### src/rtl/sequence_control_ext.sv
// Sequence controller: decodes IR into datapath strobes, with a memory handshake timeout,
// a depth-tracked return stack, illegal-opcode trapping and a Run pause at fetch.
// state | meaning: RESET pc reset | FETCH instr read | LOADIR ir load | DECODE issue
//       MWAIT data access | EXEC writeback | HALT stopped | FAULT trapped
module sequence_control_ext #(
  parameter int DataWidth    = 16,
  parameter int RegAddrWidth = 3,
  parameter int StackDepth   = 4,
  parameter int WaitLimit    = 15
) (
  input  logic                    Clk,
  input  logic                    Reset,
  input  logic [DataWidth-1:0]    IR,
  input  logic [3:0]              ALU_FlgsIn,
  input  logic                    Mem_Rdy,
  input  logic                    Run,
  output logic                    IR_Ld,
  output logic                    PC_Ld,
  output logic                    PC_Rst,
  output logic                    PC_Inc,
  output logic                    MEM_En,
  output logic                    MEM_Wr,
  output logic                    REG_WE,
  output logic                    ALU_Ld,
  output logic                    FLG_Ld,
  output logic                    FLG_Rst,
  output logic                    STK_Push,
  output logic                    STK_Pop,
  output logic                    BRA_Src,
  output logic                    Src1_Sel,
  output logic [1:0]              PC_Src,
  output logic [1:0]              ADDR_Src,
  output logic [1:0]              DATA_Src,
  output logic [RegAddrWidth-1:0] REG_Dest,
  output logic [RegAddrWidth-1:0] REG_Src1,
  output logic [RegAddrWidth-1:0] REG_Src2,
  output logic [3:0]              ALU_Op,
  output logic                    Halt,
  output logic                    Fault,
  output logic [1:0]              Fault_Code,
  output logic [3:0]              Stk_Depth
);

  localparam int WW = (WaitLimit < 2) ? 1 : $clog2(WaitLimit + 1);

  localparam logic [3:0] OP_NOP = 4'd0,  OP_LDI = 4'd1,  OP_LD  = 4'd2,  OP_ST  = 4'd3;
  localparam logic [3:0] OP_STX = 4'd4,  OP_JPL = 4'd5,  OP_RET = 4'd6,  OP_BRD = 4'd7;
  localparam logic [3:0] OP_BRX = 4'd8,  OP_ADD = 4'd9,  OP_SUB = 4'd10, OP_AND = 4'd11;
  localparam logic [3:0] OP_OR  = 4'd12, OP_XOR = 4'd13, OP_HLT = 4'd15;

  typedef enum logic [2:0] {
    S_RESET, S_FETCH, S_LOADIR, S_DECODE, S_MWAIT, S_EXEC, S_HALT, S_FAULT
  } state_t;

  state_t          state, state_nxt;
  logic [WW-1:0]   wait_cnt, wait_nxt;
  logic [3:0]      depth, depth_nxt;
  logic [1:0]      code, code_nxt;
  logic [3:0]      opcode;
  logic [1:0]      cn;
  logic            link_n, br_taken, wait_hit;
  logic            unused_ir;

  assign opcode    = IR[DataWidth-1 -: 4];
  assign link_n    = IR[DataWidth-5];
  assign cn        = IR[DataWidth-5 -: 2];
  assign wait_hit  = (wait_cnt == WW'(WaitLimit));
  assign unused_ir = ^IR;

  assign REG_Dest   = IR[DataWidth-5 -: RegAddrWidth];
  assign REG_Src1   = IR[4 +: RegAddrWidth];
  assign REG_Src2   = IR[RegAddrWidth-1:0];
  assign Fault_Code = code;
  assign Stk_Depth  = depth;

  // flags are {V,N,C,Z}
  always_comb begin
    case (cn)
      2'd0:    br_taken = ALU_FlgsIn[0];
      2'd1:    br_taken = !ALU_FlgsIn[0];
      2'd2:    br_taken = ALU_FlgsIn[2] ^ ALU_FlgsIn[3];
      default: br_taken = ALU_FlgsIn[1];
    endcase
  end

  always_ff @(posedge Clk or posedge Reset) begin
    if (Reset) begin
      state    <= S_RESET;
      wait_cnt <= '0;
      depth    <= '0;
      code     <= '0;
    end else begin
      state    <= state_nxt;
      wait_cnt <= wait_nxt;
      depth    <= depth_nxt;
      code     <= code_nxt;
    end
  end

  always_comb begin
    IR_Ld = 1'b0; PC_Ld = 1'b0; PC_Rst = 1'b0; PC_Inc = 1'b0;
    MEM_En = 1'b0; MEM_Wr = 1'b0; REG_WE = 1'b0; ALU_Ld = 1'b0;
    FLG_Ld = 1'b0; FLG_Rst = 1'b0; STK_Push = 1'b0; STK_Pop = 1'b0;
    BRA_Src = 1'b0; Src1_Sel = 1'b0; PC_Src = 2'd0; ADDR_Src = 2'd0;
    DATA_Src = 2'd0; ALU_Op = 4'd0; Halt = 1'b0; Fault = 1'b0;
    state_nxt = state;
    wait_nxt  = wait_cnt;
    depth_nxt = depth;
    code_nxt  = code;
    case (state)
      S_RESET: begin
        PC_Rst    = 1'b1;
        wait_nxt  = '0;
        state_nxt = S_FETCH;
      end
      S_FETCH: begin
        if (!Run) begin
          wait_nxt = '0;
        end else begin
          MEM_En = 1'b1;
          if (Mem_Rdy) begin
            wait_nxt  = '0;
            state_nxt = S_LOADIR;
          end else if (wait_hit) begin
            wait_nxt  = '0;
            code_nxt  = 2'd3;
            state_nxt = S_FAULT;
          end else begin
            wait_nxt = wait_cnt + 1'b1;
          end
        end
      end
      S_LOADIR: begin
        IR_Ld     = 1'b1;
        PC_Inc    = 1'b1;
        state_nxt = S_DECODE;
      end
      S_DECODE: begin
        state_nxt = S_FETCH;
        case (opcode)
          OP_NOP: ;
          OP_LDI: REG_WE = 1'b1;
          OP_LD: begin
            MEM_En    = 1'b1;
            ADDR_Src  = 2'd2;
            state_nxt = S_MWAIT;
          end
          OP_ST, OP_STX: begin
            MEM_En    = 1'b1;
            MEM_Wr    = 1'b1;
            ADDR_Src  = 2'd2;
            Src1_Sel  = (opcode == OP_STX);
            state_nxt = S_MWAIT;
          end
          OP_JPL: begin
            if (!link_n && depth == 4'(StackDepth)) begin
              code_nxt  = 2'd1;
              state_nxt = S_FAULT;
            end else begin
              PC_Ld    = 1'b1;
              PC_Src   = 2'd2;
              Src1_Sel = 1'b1;
              if (!link_n) begin
                STK_Push  = 1'b1;
                depth_nxt = depth + 4'd1;
              end
            end
          end
          OP_RET: begin
            if (depth == 4'd0) begin
              code_nxt  = 2'd2;
              state_nxt = S_FAULT;
            end else begin
              PC_Ld     = 1'b1;
              PC_Src    = 2'd1;
              STK_Pop   = 1'b1;
              depth_nxt = depth - 4'd1;
            end
          end
          OP_BRD, OP_BRX: begin
            FLG_Rst = 1'b1;
            if (br_taken) begin
              PC_Ld    = 1'b1;
              BRA_Src  = (opcode == OP_BRD);
              Src1_Sel = (opcode == OP_BRX);
            end
          end
          OP_ADD, OP_SUB, OP_AND, OP_OR, OP_XOR: begin
            ALU_Op    = opcode - 4'd9;
            Src1_Sel  = 1'b1;
            ALU_Ld    = 1'b1;
            FLG_Ld    = 1'b1;
            state_nxt = S_EXEC;
          end
          OP_HLT: state_nxt = S_HALT;
          default: begin
            code_nxt  = 2'd0;
            state_nxt = S_FAULT;
          end
        endcase
      end
      S_MWAIT: begin
        MEM_En   = 1'b1;
        MEM_Wr   = (opcode != OP_LD);
        ADDR_Src = 2'd2;
        Src1_Sel = (opcode == OP_STX);
        if (Mem_Rdy) begin
          wait_nxt  = '0;
          state_nxt = (opcode == OP_LD) ? S_EXEC : S_FETCH;
        end else if (wait_hit) begin
          wait_nxt  = '0;
          code_nxt  = 2'd3;
          state_nxt = S_FAULT;
        end else begin
          wait_nxt = wait_cnt + 1'b1;
        end
      end
      S_EXEC: begin
        REG_WE = 1'b1;
        if (opcode == OP_LD) begin
          DATA_Src = 2'd1;
        end else begin
          DATA_Src = 2'd2;
          ALU_Op   = opcode - 4'd9;
        end
        state_nxt = S_FETCH;
      end
      S_HALT:  Halt  = 1'b1;
      S_FAULT: Fault = 1'b1;
    endcase
  end

endmodule

### config.mk
export PLATFORM = sky130hd
export DESIGN_NAME = sequence_control_ext
export DESIGN_NICKNAME = d
export VERILOG_FILES = /design/src/rtl/sequence_control_ext.sv
export SDC_FILE = /design/constraint.sdc
export NUM_CORES = 1
export LEC_CHECK = 0
export ABC_AREA = 1
export ABC_CLOCK_PERIOD_IN_PS = 1500
export CORE_ASPECT_RATIO = 0.7
export CORE_MARGIN = 10
export CORE_UTILIZATION = 35
export CTS_CLUSTER_SIZE = 20
export DETAILED_ROUTE_END_ITERATION = 12
export GPL_TIMING_DRIVEN = 1
export MAX_ROUTING_LAYER = met4
export PLACE_DENSITY = 0.72
export SKIP_LAST_GASP = 1
export SLEW_MARGIN = 40
export SYNTH_ARGS = -nofsm -noshare
export SYNTH_HDL_FRONTEND = slang
export SYNTH_SLANG_ARGS = --single-unit
### constraint.sdc
create_clock -name Clk -period 1.5 [get_ports Clk]
set_clock_uncertainty 0.2 [all_clocks]
set_input_delay 0.15 -clock Clk [delete_from_list [all_inputs] [get_ports Clk]]
set_output_delay 0.15 -clock Clk [all_outputs]
set_load 0.02 [all_outputs]
; Word-level counts from Yosys, hierarchy flattened
; Index checks and enable logic that the tools add are counted.
; Widths: inputs -> output; s select.
[word_totals]
input_bits = 24
word_cells = 131
regBits = 13
out_inout_bits = 41
[classes]
eq_ne = 33
mux = 68
addsub = 4
bitwise = 1
n_reduce_logical = 21
[op_table]
columns = cell, count
row1 = $eq 4x4->1 const B, 8
row2 = $mux 4, 8
row3 = $mux 1, 27
row4 = $mux 3, 7
row5 = $eq 4x3->1 const B, 5
row6 = $mux 2, 10
row7 = $pmux 3 s6, 1
row8 = $pmux 4 s2, 2
row9 = $pmux 3 s5, 1
row10 = $reduce_or 13->1, 1
row11 = $eq 3x3->1 const B, 4
row12 = $pmux 2 s3, 2
row13 = $pmux 4 s3, 1
row14 = $ne 2x2->1 const B, 5
row15 = $reduce_and 5->1, 2
row16 = $pmux 1 s3, 3
row17 = $add 4x1->4 const B, 2
row18 = $eq 4x2->1 const B, 2
row19 = $logic_not 4->1, 2
row20 = $pmux 2 s2, 2
row21 = $eq 3x2->1 const B, 2
row22 = $ne 3x3->1 const B, 2
row23 = $pmux 1 s2, 3
row24 = $reduce_bool 3->1, 2
row25 = 20 further kinds, 23

; Logic depth before layout (Yosys ltp)
[logic_depth]
ltp_word = 5
depth_mapped = 12
ltp_nobuf = 12

; Worst setup path after synthesis
; No wires, ideal clock.
[synth_path]
path_type = reg-to-output
start = register state[2]
end = output Src1_Sel
path_buffers = 1
arrival_ns = 1.459
required_time_ns = 1.150
path_stages_with_launch = 7
setup_slack_ns = -0.309
cell_sequence = dfrtp_1 > inv_2 > nand3_4 > buf_8 > a21oi_1 > o21ai_0 > nand2_1
[synth_between]
elab_chain_cells = 2
elab_cells_between_ends = 3
classes_between = eq/ne (2) / mux (1)
[synth_lines]
columns = element, line
row1 = from (decl), 55  ; state_t state, state_nxt;
row2 = from (signal assigned), 93  ; state <= state_nxt;
row3 = $eq 3x3->1 or $eq 3x2->1 (tied branches), 110  ; case (state)
row4 = $pmux 1 s2 *, 110
row5 = to (decl), 30  ; output logic Src1_Sel,
; Every way passes the cells marked *; elsewhere a longest branch is shown, timed or not.

; Worst setup path in the final report
[layout_path]
start = register state[2]
end = output ALU_Op[2]
[layout_between]
elab_chain_cells = 2
elab_cells_between_ends = 3
classes_between = eq/ne (2) / mux (1)
[layout_lines]
columns = element, line
row1 = $eq 3x3->1 or $eq 3x2->1 (tied branches), 110
row2 = $pmux 4 s2 *, 110
row3 = to (decl), 37  ; output logic [3:0] ALU_Op,
; Marked as above.

==> out/summary.txt <==
share of the synthesized area in compound gates (AO/OA/AOI/OAI) = 14.0%
Chip Height = 75.5 um
minimum hold slack = 0.0427 ns
post-detailed-route DRC marker count = 0
FMAX = 542 MHz
final period demand of the worst path = 1.85 ns
pins over their slew limit = 0
number of I/O port buffers = 46
Critical-path top delay cell = dfrtp_2
ports placed on the boundary = 65
required time at the endpoint of the critical path = 1.15 ns
clk_lat worst skew = 0.24 ns
worst hold path class = in2async
failing checks = negative setup slack
commonest cells after routing, fill and taps aside = buf_4 (73), buf_6 (47), nand2_1 (41), nor2_4 (17), inv_2 (13)
mean routed wirelength per cell = 16.2 um
unrepaired setup endpoints after global routing = yes
number of clock buffers inserted by TritonCTS = 3
setup total negative slack = -8.51 ns
nets = 406
Placed Instances = 400
simple-gate area share of the yosys netlist = 37.4%
antenna violations before repair = 0
Setup WS post-layout = -0.347 ns
cell repeated most along the worst path = buf_6
largest fanout on the critical path = 5
outcome = complete, but fails checks
mux cell area share after synthesis = 0%
Post-synth ARST share = 100%
class of the most critical setup path = reg2out
Synth Area in Adders = 7.00%
top cell type by total area after synthesis = dfrtp_1
synthesized net count = 274
critical path data arrival time = 1.50 ns
Clock transition at path regs = 0.05 ns
#FFs+latches synth = 13
number of placement rows = 20
number of buffers between clock root and the deepest sink = 2
post-placement cell area = 0.00262 sq mm
detailed placer's ending HPWL = 4220 um
total of warnings raised by yosys = 0
routed vias = 2,198
worst path buffer plus inverter count = 3
part of the Yosys area used for sequential elements = 21.2%
Worst IR Drop VDD = 0.00122 V
Netlist cell types = 30
flip-flop cell with the highest count after synthesis = dfrtp_1
number of instances in the synthesized netlist = 242
count of endpoints failing setup in the final report = 38
All-Layer GR Usage = 16.0%
EDFF count, synth = 0
most common cell after layout, fill and taps aside = buf_4
main combinational cell family by area after synthesis = simple AND/OR/NAND/NOR gates
Top delay family on crit path = simple AND/OR/NAND/NOR gates
final weighted congestion of routability-driven global placement = 0.976
hold violation total from the final report = 0
pin count of the biggest net entering global routing = 14
synthesis-to-finish area growth = 123%
Reg2Reg Depth = 11
CP Capture Type = output port
starting density of the core = 35.9%
xor/xnor cell area share of the yosys netlist = 3.42%
number of inserted diodes = 0
final cell count without fillers = 428
vias in the first global route = 2,066
number of search-and-repair iterations in the first detailed-routing pass = 4
mean post-synth cell area = 6.35 sq um
maximum single-stage delay on the critical path = 0.43 ns
drt total wl = 6920 um
top cells by area, synth = dfrtp_1 (21%), nand2_1 (14%), nand3_1 (7.2%)
TritonCTS clock tree = built
share of final-layout standard cells stronger than drive strength 1 = 66.0%
DRT antenna net count = 0
Total Power Consumption = 5.28 mW
total power density per cell area = 1540 mW/mm^2
static leakage power = 1.62 nW
post-synthesis instance area = 0.00154 sq mm
total of max-cap violations = 0
stages on the worst setup path = 7
measured slew at the worst slew-check pin = 0.499 ns
post-route design area = 0.00342 sq mm
proportion of netlist area held by the largest area contributor = 21.2%
First DRT Iteration DRCs = 189
Num Clock Sinks = 13
number of levels the H-tree was split into = 1
CP Cell Sequence = inv_4, nand3_4, buf_6, nand2_4, nand3b_1, nor2_4, buf_6
global route total overflow = 0
Avg Vias per Cell = 5.14
wire length of the first global-routing pass = 9690 um
Slew headroom = 66.7%
root cell of the clock tree = clkbuf_8
category of the worst setup path launch point = register
horizontal die dimension = 99.2 um
period utilization = 123%
Total Die Area = 0.00749 sq mm
core box area = 0.00428 sq mm
repair_timing:
item	in CTS	in global routing
gates cloned	1	0
pin swaps	27	30
buffers inserted	13	13
setup endpoints to repair	46	40
resized for setup	241	89
hold buffers	0	0
hold endpoints to repair	0	0
cells by family (layout without fill, tap and decap cells):
kind of cell,count (synthesis),count (layout)
simple gates,125,125
buf+inv,51,182
compound gates,38,38
flops,13,13
fa+ha+maj,8,8
xor+xnor,6,6
other cells,1,1
sequential cells by signal, summed over array words and instances, names as in the netlist:
name	count
state	3
Stk_Depth	4
wait_cnt	4
Fault_Code	2
per-stage QoR:
stage	worst slack (ns)	util, %
after floorplan	-0.146	-
after global placement	-1.10	61.3
after detailed placement	-1.15	61.3
after CTS	-0.301	70.3
after global routing	-0.411	80.0
final	-0.347	80.0
cells in the mapped netlist (5+ instances only):
| master | instances |
|---|---|
| dfrtp_1 | 13 |
| buf_4 | 14 |
| o21ai_0 | 15 |
| nor2_2 | 5 |
| a21oi_1 | 12 |
| ha_1 | 7 |
| nor2_1 | 28 |
| inv_1 | 29 |
| xor2_1 | 6 |
| inv_2 | 6 |
| nand3_1 | 22 |
| nand2_1 | 56 |
worst reg2reg max path, cell delays in order (launching register included):
cell	delay [ns]
dfrtp_2	0.46
inv_4	0.11
buf_6	0.12
nand2_1	0.06
nor2_1	0.11
nor2_2	0.06
o21ai_2	0.14
nand3_2	0.11
nor2_4	0.15
nand2_2	0.07
nand2_1	0.06
nand2_1	0.05
final timing paths:
check,to,from,slack [ns]
worst max-delay path,ALU_Op[2],state[2],-0.35
worst min register to register,Fault_Code[0],Fault_Code[0],0.26
min in group Clk,REG_Dest[0],IR[9],0.10
max in group asynchronous,state[0],Reset,0.69
worst max register to register,Fault_Code[1],state[1],-0.31
worst min-delay path,Fault_Code[0],Reset,0.04
layout make-up:
| cell class | instances | area [sq um] |
|---|---|---|
| multi-input combinational | 178 | 1500 |
| timing repair buffer | 142 | 1300 |
| fill | 248 | 857 |
| sequential | 13 | 333 |
| inverter | 36 | 175 |
| tap | 55 | 68.8 |
| clock buffer | 4 | 45.0 |
per-layer routing:
layer	wire [um]	global-route usage [%]
met5	0	-
met4	191	3.96
met3	423	2.63
met2	3430	28.0
met1	2880	19.1
where the power goes:
part	internal, mW	switching, mW
registers	0.503	0.170
logic	2.06	2.24
clock network	0.187	0.121
Power figures use the tool's default switching activity.
==> edit 1 (config.mk and constraints unchanged) <==
Make the reset (`Reset`) synchronous in one clocked block.
--- a/src/rtl/sequence_control_ext.sv
+++ b/src/rtl/sequence_control_ext.sv
@@ -83,7 +83,7 @@
     endcase
   end
 
-  always_ff @(posedge Clk or posedge Reset) begin
+  always_ff @(posedge Clk) begin
     if (Reset) begin
       state    <= S_RESET;
       wait_cnt <= '0;
Behaviour: differs if Reset is asserted again (counterexample within 4 cycles, from zero or initial values and one cycle with Reset high); with Reset held inactive, the same outputs for 10 cycles.
==> edit 1 against the original RTL <==
  * The run still ends with setup timing left
  * Wire length increased by 43%
  * Sequential cell count is the same
  * Cell count rose by 6.5%
  * Worst setup slack worse by 0.089 ns
  * Final area grew 7.5%
  * Count of clock-buffer cells in the layout unchanged
  * Area after synthesis down 0.73%
Power is not compared: it rests on default switching activity, and its combinational part moved more than twofold at a synthesized area within 25%.
==> edit 1: results <==
{
  "first_global_vias": 2412,
  "clk_share_pct": 1.22,
  "grt_pass1_wl_um": 11800,
  "final_cells": 456,
  "cts_resized": 262,
  "fin_tns_setup_ns": -10.48,
  "cp_data_arrival_time_ns": 1.59,
  "multi_input_area_share_pct": 44.3,
  "synth_common_cells": "nand2_1 (61), inv_1 (33), nor2_1 (29), nand3_1 (18)",
  "sh_seq_area_pct": 7.68,
  "setup_slack_ns": -0.435,
  "inverters": 39,
  "synth_fa_ha_area_share_pct": 7.05,
  "slowest_stage": "dfxtp_4",
  "crit_fanout": 3,
  "violations": "setup timing",
  "wl_per_cell_um": 21.7,
  "detail_route.first_pass.iterations": 5,
  "outcome": "finished with violations",
  "cts_setup_buffers": 29,
  "async_flop_share_pct": 0,
  "drive_gt1_share_pct": 72.8,
  "avgSynthCellArea_sq_um": 6.03,
  "place_congestion": 0.938,
  "grt_usage_pct": 20.0,
  "setup_violations": 37
}
-- edit 1: cell count changes after synthesis, sizes merged, moves of 2 or more --
cell / change
o21ai: -3
dfrtp: -13
nand3: -8
xor2: -3
inv: +2
a32oi: +2
nand2: +7
nor2: +6
a31oi: +2
nor3: +3
dfxtp: +13
-- edit 1: metal layers --
layer  global-route usage [%]  share of wire, %
met1                     21.8                36
met2                     35.7                47
met3                     4.94               9.5
met4                     6.18               7.4
met5                        -                 0
-- edit 1: final timing paths --
check,slack (ns),start,cells after the start,to
min,0.10,IR[5],0,REG_Src1[1]
max,-0.44,state[2],9,ALU_Op[2]
max reg2reg,-0.38,Stk_Depth[0],10,Fault_Code[0]
min reg2reg,0.38,Stk_Depth[3],2,Stk_Depth[3]
-- edit 1: through the flow --
stage                     utilization, %  total power [W]
final                               90.5          0.00211
after floorplan                        -         0.000856
after CTS                           79.3          0.00173
after detailed placement            65.2          0.00120
after global routing                90.5          0.00217
after global placement              65.2          0.00118
==> edit 2 (same flow settings) <==
Made on the original files. Set the parameter `RegAddrWidth` to 2 (it was 3).
--- a/src/rtl/sequence_control_ext.sv
+++ b/src/rtl/sequence_control_ext.sv
@@ -4,7 +4,7 @@
 //       MWAIT data access | EXEC writeback | HALT stopped | FAULT trapped
 module sequence_control_ext #(
   parameter int DataWidth    = 16,
-  parameter int RegAddrWidth = 3,
+  parameter int RegAddrWidth = 2,
   parameter int StackDepth   = 4,
   parameter int WaitLimit    = 15
 ) (
Interface: changed (resized REG_Dest, REG_Src1 and REG_Src2); port bits go from 65 to 62. No check against the original RTL was run, so the function may have changed too.
==> edit 2 against the original RTL <==
  * The run still ends with setup timing left
  * Final area fell by 1.8%
  * Area after synthesis fell by 1.5%
  * Wire length rose by 24%
  * Count of clock-buffer cells in the layout did not move
  * Worst setup slack got worse by 0.075 ns
  * Power fell by 0.40%
  * Sequential cell count did not move
  * Critical path type is now register to register
  * Largest power group unchanged
==> edit 2: results <==
{
  "swShare_pct": 50.7,
  "fin_tns_setup_ns": -10.80,
  "first_global_vias": 2243,
  "wl_met2_um": 4050,
  "dr_total_vias": 2342,
  "grt_max_degree": 14,
  "synth_xor_area_share_pct": 3.47,
  "clk_share_pct": 1.34,
  "grt_usage_pct": 18.7,
  "ys_warn_count": 0,
  "wl_um": 8560,
  "timing.rr.end": "Fault_Code[0]",
  "reg2reg_from": "state[0]",
  "synth_compound_area_share_pct": 14.2,
  "hold_slack_ns": 0.100,
  "place_ws_ns": -1.14,
  "nets": 407,
  "total_leakage_power_nw": 1.63,
  "hold_buffers": 1,
  "met2_usage_pct": 33.4,
  "dpl.cell_count": 394,
  "final_cells": 426,
  "wl_met3_um": 643,
  "yosys-top-cells-area": "dfrtp_1 (21%), nand2_1 (14%), nand3_1 (7.3%)",
  "num-nonclk-buffers": 143,
  "ir_drop_mv": 1.28,
  "synth_fa_ha_area_share_pct": 7.10,
  "use_met3_pct": 3.93,
  "avgSynthCellArea_sq_um": 6.34,
  "m1WireLength_um": 3330,
  "synth_nets": 271,
  "outcome": "finished with violations",
  "dp_hpwl_um": 4380,
  "placed_area_sq_mm": 0.00261,
  "multi_input_area_share_pct": 43.4,
  "setup_slack_ns": -0.421,
  "grt_pass1_wl_um": 11100,
  "hp-class": "input pin to output port",
  "first_iter_violations": 209,
  "async_flop_share_pct": 100,
  "buffer_area_share_pct": 38.5,
  "drive_gt1_share_pct": 65.0,
  "met1_usage_pct": 21.1,
  "seq_area_frac_synth_pct": 21.5,
  "sh_seq_area_pct": 9.91,
  "cts_setup_buffers": 17,
  "place_congestion": 0.891,
  "fillers": 216,
  "violations": "setup timing",
  "setup_violations": 38,
  "slowest_delay_ns": 0.49,
  "multi_input_cells": 178,
  "cp_data_arrival_time_ns": 1.85,
  "synthCells": 239,
  "nClkBuffers": 4
}
[edit 2: logic make-up after synthesis]
kind of cell	count (synthesis)
compound gates	38
fa+ha+maj	8
simple gates	125
flops	13
buf+inv	48
other cells	1
xor+xnor	6
[edit 2: power groups by stage]
stage	Sequential (W)	Clock [W]	Combinational, W
global route	0.000685	0.000354	0.00449
global placement	0.000619	0	0.00288
detailed placement	0.000618	0	0.00295
CTS	0.000623	0.000321	0.00350
finish	0.000675	0.000333	0.00426
floorplan	0.000728	0	0.00152
[edit 2: worst max-delay path by stage]
stage,startpoint,cells after the start,end,slack (ns)
global placement,IR[12],11,ALU_Op[0],-1.06
CTS,state[1],7,ALU_Op[3],-0.33
floorplan,state[2],6,Src1_Sel,-0.15
global route,state[0],9,MEM_En,-0.50
detailed placement,IR[12],11,ALU_Op[3],-1.14
finish,state[0],11,Fault_Code[0],-0.42
